**config.mk**
```make
export PLATFORM = sky130hd
export DESIGN_NAME = ps2_mouse_cursor
export DESIGN_NICKNAME = d
export VERILOG_FILES = /design/src/rtl/ps2_pkg.sv /design/src/rtl/ps2_axis_clamp.sv /design/src/rtl/ps2_mouse_cursor.sv
export SDC_FILE = /design/constraint.sdc
export NUM_CORES = 1
export LEC_CHECK = 0
export CORE_ASPECT_RATIO = 0.7
export CORE_MARGIN = 3
export CORE_UTILIZATION = 50
export DETAILED_ROUTE_END_ITERATION = 8
export GPL_TIMING_DRIVEN = 0
export PLACE_DENSITY_LB_ADDON = 0.08
export RECOVER_POWER = 100
export SYNTH_ARGS = -nofsm -noshare
export SYNTH_HDL_FRONTEND = slang
export SYNTH_SLANG_ARGS = --single-unit
```
**constraint.sdc**
```tcl
create_clock -name iCLK_50 -period 3.8 [get_ports iCLK_50]
set_input_delay 0.57 -clock iCLK_50 [delete_from_list [all_inputs] [get_ports iCLK_50]]
set_output_delay 0.57 -clock iCLK_50 [all_outputs]
set_load 0.01 [all_outputs]
```
**src/rtl/ps2_pkg.sv**
```systemverilog
// Shared definitions for the PS/2 mouse cursor block: status bit positions, FSM encoding
// and decoding of the 9-bit signed motion delta.
package ps2_pkg;

    localparam int unsigned BIT_L     = 0;
    localparam int unsigned BIT_R     = 1;
    localparam int unsigned BIT_M     = 2;
    localparam int unsigned BIT_SYNC  = 3;
    localparam int unsigned BIT_XSIGN = 4;
    localparam int unsigned BIT_YSIGN = 5;
    localparam int unsigned BIT_XOVF  = 6;
    localparam int unsigned BIT_YOVF  = 7;

    localparam logic [2:0] ST_IDLE    = 3'd0;
    localparam logic [2:0] ST_CHECK   = 3'd1;
    localparam logic [2:0] ST_APPLY_X = 3'd2;
    localparam logic [2:0] ST_APPLY_Y = 3'd3;
    localparam logic [2:0] ST_PUBLISH = 3'd4;

    // An overflowed axis saturates to the extreme value in the direction of its sign bit.
    function automatic logic signed [8:0] ps2_delta(input logic sign, input logic ovf,
                                                    input logic [7:0] mag);
        if (ovf) begin
            return sign ? signed'(9'h100) : signed'(9'h0FF);
        end
        return signed'({sign, mag});
    endfunction

endpackage

```
**src/rtl/ps2_axis_clamp.sv**
```systemverilog
// Combinational single-axis update: scales a signed delta, adds or subtracts it from the
// current position and clamps the result to 0..min(lim_i, LIMIT-1).
module ps2_axis_clamp
    import ps2_pkg::*;
#(
    parameter int unsigned LIMIT = 640,
    parameter int unsigned W     = 11
) (
    input  logic [W-1:0]      pos_i,
    input  logic signed [8:0] delta_i,
    input  logic [1:0]        shift_i,
    input  logic              negate_i,
    input  logic [W-1:0]      lim_i,
    output logic [W-1:0]      pos_o
);

    localparam int unsigned S = W + 4;
    localparam logic signed [S-1:0] LimMax = S'(LIMIT - 1);

    logic signed [S-1:0] pos_s;
    logic signed [S-1:0] step;
    logic signed [S-1:0] sum;
    logic signed [S-1:0] cap;

    always_comb begin
        pos_s = signed'(S'(pos_i));
        step  = S'(delta_i) <<< shift_i;
        sum   = negate_i ? (pos_s - step) : (pos_s + step);
        cap   = signed'(S'(lim_i));
        if (cap > LimMax) begin
            cap = LimMax;
        end
        if (sum[S-1]) begin
            pos_o = '0;
        end else if (sum > cap) begin
            pos_o = cap[W-1:0];
        end else begin
            pos_o = sum[W-1:0];
        end
    end

endmodule

```
**src/rtl/ps2_mouse_cursor.sv**
```systemverilog
// Turns 3-byte PS/2 mouse packets into a screen-clamped absolute cursor position and button
// state, publishing both together with a one-cycle update strobe.
module ps2_mouse_cursor
    import ps2_pkg::*;
#(
    parameter int unsigned H_RES       = 640,
    parameter int unsigned V_RES       = 480,
    parameter int unsigned COORD_W     = 11,
    parameter int unsigned SPEED_SHIFT = 0
) (
    input  logic               iCLK_50,
    input  logic               iRST_n,
    input  logic               iPKT_VALID,
    output logic               oPKT_READY,
    input  logic [7:0]         iPKT_STATUS,
    input  logic [7:0]         iPKT_DX,
    input  logic [7:0]         iPKT_DY,
    output logic [COORD_W-1:0] oCUR_X,
    output logic [COORD_W-1:0] oCUR_Y,
    output logic               oLEFBUT,
    output logic               oRIGBUT,
    output logic               oMIDBUT,
    output logic               oUPD,
    output logic               oFRM_ERR,
    output logic [7:0]         oDROP_CNT
);

    localparam logic [COORD_W-1:0] XReset = COORD_W'(H_RES / 2);
    localparam logic [COORD_W-1:0] YReset = COORD_W'(V_RES / 2);
    localparam logic [COORD_W-1:0] XMax   = COORD_W'(H_RES - 1);
    localparam logic [COORD_W-1:0] YMax   = COORD_W'(V_RES - 1);
    localparam int unsigned MaxRes = (H_RES > V_RES) ? H_RES : V_RES;

    logic [2:0]               state_q, state_d;
    logic [7:0]               status_q, status_d;
    logic [7:0]               raw_dx_q, raw_dx_d;
    logic [7:0]               raw_dy_q, raw_dy_d;
    logic signed [8:0]        dx_q, dx_d;
    logic signed [8:0]        dy_q, dy_d;
    logic [COORD_W-1:0]       nx_q, nx_d;
    logic [COORD_W-1:0]       ny_q, ny_d;
    logic [COORD_W-1:0]       cur_x_q, cur_x_d;
    logic [COORD_W-1:0]       cur_y_q, cur_y_d;
    logic [2:0]               btn_q, btn_d;
    logic                     upd_q, upd_d;
    logic                     frm_err_q, frm_err_d;
    logic [7:0]               drop_q, drop_d;

    logic                     on_y;
    logic [COORD_W-1:0]       clamp_out;

    assign on_y = (state_q == ST_APPLY_Y);

    // One adder/clamp shared by both axes; the FSM visits X then Y.
    ps2_axis_clamp #(
        .LIMIT (MaxRes),
        .W     (COORD_W)
    ) u_clamp (
        .pos_i    (on_y ? cur_y_q : cur_x_q),
        .delta_i  (on_y ? dy_q : dx_q),
        .shift_i  (2'(SPEED_SHIFT)),
        .negate_i (on_y),
        .lim_i    (on_y ? YMax : XMax),
        .pos_o    (clamp_out)
    );

    assign oPKT_READY = (state_q == ST_IDLE);

    always_comb begin
        state_d   = state_q;
        status_d  = status_q;
        raw_dx_d  = raw_dx_q;
        raw_dy_d  = raw_dy_q;
        dx_d      = dx_q;
        dy_d      = dy_q;
        nx_d      = nx_q;
        ny_d      = ny_q;
        cur_x_d   = cur_x_q;
        cur_y_d   = cur_y_q;
        btn_d     = btn_q;
        upd_d     = 1'b0;
        frm_err_d = 1'b0;
        drop_d    = drop_q;

        if (iPKT_VALID && !oPKT_READY && (drop_q != 8'hFF)) begin
            drop_d = drop_q + 8'd1;
        end

        unique case (state_q)
            ST_IDLE: begin
                if (iPKT_VALID) begin
                    status_d = iPKT_STATUS;
                    raw_dx_d = iPKT_DX;
                    raw_dy_d = iPKT_DY;
                    state_d  = ST_CHECK;
                end
            end
            ST_CHECK: begin
                if (!status_q[BIT_SYNC]) begin
                    frm_err_d = 1'b1;
                    state_d   = ST_IDLE;
                end else begin
                    dx_d    = ps2_delta(status_q[BIT_XSIGN], status_q[BIT_XOVF], raw_dx_q);
                    dy_d    = ps2_delta(status_q[BIT_YSIGN], status_q[BIT_YOVF], raw_dy_q);
                    state_d = ST_APPLY_X;
                end
            end
            ST_APPLY_X: begin
                nx_d    = clamp_out;
                state_d = ST_APPLY_Y;
            end
            ST_APPLY_Y: begin
                ny_d    = clamp_out;
                state_d = ST_PUBLISH;
            end
            ST_PUBLISH: begin
                cur_x_d = nx_q;
                cur_y_d = ny_q;
                btn_d   = {status_q[BIT_M], status_q[BIT_R], status_q[BIT_L]};
                upd_d   = 1'b1;
                state_d = ST_IDLE;
            end
            default: begin
                state_d = ST_IDLE;
            end
        endcase
    end

    always_ff @(posedge iCLK_50) begin
        if (!iRST_n) begin
            state_q   <= ST_IDLE;
            status_q  <= '0;
            raw_dx_q  <= '0;
            raw_dy_q  <= '0;
            dx_q      <= '0;
            dy_q      <= '0;
            nx_q      <= XReset;
            ny_q      <= YReset;
            cur_x_q   <= XReset;
            cur_y_q   <= YReset;
            btn_q     <= '0;
            upd_q     <= 1'b0;
            frm_err_q <= 1'b0;
            drop_q    <= '0;
        end else begin
            state_q   <= state_d;
            status_q  <= status_d;
            raw_dx_q  <= raw_dx_d;
            raw_dy_q  <= raw_dy_d;
            dx_q      <= dx_d;
            dy_q      <= dy_d;
            nx_q      <= nx_d;
            ny_q      <= ny_d;
            cur_x_q   <= cur_x_d;
            cur_y_q   <= cur_y_d;
            btn_q     <= btn_d;
            upd_q     <= upd_d;
            frm_err_q <= frm_err_d;
            drop_q    <= drop_d;
        end
    end

    assign oCUR_X    = cur_x_q;
    assign oCUR_Y    = cur_y_q;
    assign oLEFBUT   = btn_q[0];
    assign oRIGBUT   = btn_q[1];
    assign oMIDBUT   = btn_q[2];
    assign oUPD      = upd_q;
    assign oFRM_ERR  = frm_err_q;
    assign oDROP_CNT = drop_q;

endmodule

```
==> summary.md <==
| Metric | Value |
|---|---|
| Status | finished with violations |
| Failing checks | setup timing |
| Comb pwr share | 23.7% |
| Layout cells sized above 1 | 14.84% |
| Antenna Violating Nets Remaining | 0 |
| Syn avg cell area | 8.243 µm² |
| CP endpoint kind | flop |
| Max_cap viols | 0 |
| Worst reg2reg path depth | 17 |
| Die span in y | 88.66 µm |
| Die Area | 11000 µm² |
| Slew Limit Fails | 0 |
| # port buffers | 61 |
| Slowest CP cell | or3_4 |
| ANT cells | 0 |
| Synth Warn # | 0 |
| First-pass GRT wire length | 21360 µm |
| Fin crit period | 4.101 ns |
| Vias | 4543 |
| Worst hold path type | reg -> reg |
| Max frequency | 243.8 MHz |
| Final hold vios | 0 |
| CTS tree | yes |
| Initial Util | 52.53% |
| Core Util, Final | 69.28% |
| Total grt overflow | 0 |
| DRT iter0 DRCs | 480 |
| H-tree levels | 3 |
| Min-Delay Path Depth | 2 |
| CTS buffer count | 9 |
| Cell leakage power | 2.772 nW |
| Slew HR | 54.64% |
| Ports | 63 |
| Post-synth net total | 635 |
| Tightest Pin Transition | 0.6804 ns |
| Area Growth Syn to Fin | 31.87% |
| Primary FF master, synth | dfxtp_1 |
| Yosys top cell by area | dfxtp_1 |
| Worst hold margin | 0.4532 ns |
| Largest net degree at the start of global routing | 18 |
| Gpl congestion | 0.8909 |
| Sw Pwr | 0.0007777 W |
| Final worst-path cycle share | 107.9% |
| Number of synthesized flops with an enable pin | 0 |
| Yosys cell types | 56 |
| Worst setup path start | dx_q[1] |
| Ranking of synthesized cells by area | dfxtp_1 (42%), nand2_1 (13%), a21boi_0 (7.1%), ha_1 (3.8%), o211a_1 (3.3%) |
| Pwr per Cell Area | 415.5 nW/µm² |
| Worst Min Path Start | nx_q[5] |
| Internal power | 0.001896 W |
| DRT Wirelength | 13390 µm |
| Setup TNS | -4.872 ns |
| Vias/cell | 5.554 |
| Yosys reg bits | 102 |
| GRT Overall Usage | 25.22% |
| Unrepaired setup endpoints after global routing | yes |
| Switching Share | 29.09% |
| Final setup violating endpoints | 20 |
| Clock buffer depth | 2 |
| Remaining DRCs | 0 |
| Crit path cell chain | or3_4 > or3_4 > and2_4 > o21ai_1 > o21ai_2 > ha_4 > and4_1 > nand4_1 > nand3_4 > xor2_2 > ha_1 > and3_4 > nand2_2 > and4bb_2 > o211ai_4 > o21ai_1 > and2_1 |
| Asr flop ratio synth | 0% |
| Worst skew pair latency | 0.35 ns |
| Non-filler cells, final | 818 |
| Average wire per standard cell | 16.37 µm |
| Clock power share | 34.6% |
| CTS clk-pin slew, worst paths | 0.07 ns |
| Slowest Stage Delay on Critical Path | 0.39 ns |
| Initial antenna violation count | 0 |
| Critical Path Source Type | flop |
| CORE AREA | 9289 µm² |
| Die X | 124.1 µm |
| Mapped Area | 4880 µm² |
| Syn Inst Count | 592 |
| CP Data Required Time | 4.04 ns |
| Vias in the first global route | 4257 |
| Max VDD drop | 0.2700 mV |
| Final WS setup | -0.3014 ns |
| Placed Cells | 777 |
| Layout Nets | 732 |
| Worst r2r src | dx_q[1] |
| Clk root buf | clkbuf_16 |
| Flop pwr share | 41.7% |
| Placement Rows | 29 |
| Dpl hpwl | 9546 µm |
| Worst-path fanout max | 8 |
| Clk sinks | 102 |
| First-pass DRT Iterations | 5 |
| Critical path class | reg -> reg |
| Arr. time, crit path | 4.34 ns |
| Sequential cell area fraction in the yosys report | 41.85% |
| Top cell type's share of synthesized area | 41.85% |
| Final Skew | 0.005484 ns |
## flip-flops by register name, summed over array words and instances (netlist names), 8 cells and up
register / count
dx_q: 9
dy_q: 9
nx_q: 11
ny_q: 11
oCUR_X: 11
oCUR_Y: 11
oDROP_CNT: 8
raw_dx_q: 8
raw_dy_q: 8
status_q: 8
## layer usage
metal  vias up  part of all wire (%)  wire [µm]  global-route usage (%)
met1      2142                    48       6487                   35.35
met3        25                   7.6       1013                   6.070
met5         -                     0          0                       0
met2       149                    42       5657                   39.02
li1       2227                     -          -                       -
met4         0                   1.7        229                   6.958
## cells in the final DEF (no fill, tap or decap), types with 5 or more instances in the layout
cell type	count
and2_1	6
inv_1	7
a22o_1	8
clkbuf_16	10
o211ai_1	5
and3_1	7
a21boi_0	45
nor2_1	13
buf_4	25
nand2_1	167
nor2b_1	8
o21ai_0	6
a21oi_2	6
o211a_1	16
o21ai_1	9
ha_1	10
xnor2_1	12
dfxtp_2	5
nor3_1	5
a21oi_1	22
nand3_1	12
clkdlybuf4s50_1	24
and2_0	6
nand2_2	5
dfxtp_1	97
dlygate4sd3_1	37
clkbuf_1	25
## synthesized netlist by cell type (7+ instances only)
cell,instances
nor2b_1,9
clkbuf_1,28
and2_1,13
o211a_1,16
nand2_1,172
inv_1,7
xnor2_1,14
nand3_1,15
o21ai_0,13
a21boi_0,46
ha_1,15
a21oi_1,30
nor2_1,17
and3_1,9
dfxtp_1,102
a22o_1,8
## per-stage QoR
step / worst slack, ns / area, µm² / power [W]
floorplan: -0.04109 / 4930 / 0.001462
global placement: -0.7468 / 5695 / 0.001582
detailed placement: -0.8157 / 5695 / 0.001596
CTS: -0.2616 / 6334 / 0.002623
global route: -0.4621 / 6435 / 0.002783
finish: -0.3014 / 6435 / 0.002674
## area by class of cell
type / count / area (µm²)
Sequential cell: 102 / 2048
Inverter: 11 / 46.29
Buffer: 29 / 156.4
Timing Repair Buffer: 88 / 820.8
Multi-Input combinational cell: 448 / 2908
Fill cell: 792 / 2854
Clock buffer: 10 / 229.0
Tap cell: 124 / 155.1
Clock inverter: 6 / 71.32
## power by group through the flow
| stage | Sequential [W] | Clock, W | Combinational [W] |
|---|---|---|---|
| after floorplan | 0.00113 | 0 | 0.000329 |
| after global placement | 0.00114 | 0 | 0.000445 |
| after detailed placement | 0.00114 | 0 | 0.000458 |
| after CTS | 0.00111 | 0.000935 | 0.000575 |
| final | 0.00111 | 0.000925 | 0.000635 |
| after global routing | 0.00112 | 0.000983 | 0.000683 |
## critical path, delay by kind of cell (launching register included)
family	cells	cell delay [ns]
flops	1	0.32
xor+xnor	1	0.25
compound gates	4	0.72
simple gates	10	2.10
fa+ha+maj	2	0.59
## worst paths after layout
check,end,slack (ns)
max,nx_q[7],-0.30
min,nx_q[5],0.45
max reg2reg,nx_q[7],-0.30
min reg2reg,nx_q[5],0.45
## timing repair
action | 4_1_cts | 5_1_grt
pin swaps | 35 | 13
hold buffers | 0 | 0
buffers inserted | 22 | 5
resized for setup | 50 | 18
endpoints found under the setup margin | 20 | 20
## kinds of logic after synthesis
logic type	count (synthesis)	share of synthesized area, %
AOI/OAI and AO/OA	143	21.03
muxes	5	1.026
buffers and inverters	42	3.410
adders and majority gates	16	4.256
xor gates and xnor gates	19	3.410
DFF	102	41.85
and+or+nand+nor	265	25.03
(Power assumes the default switching activity.)
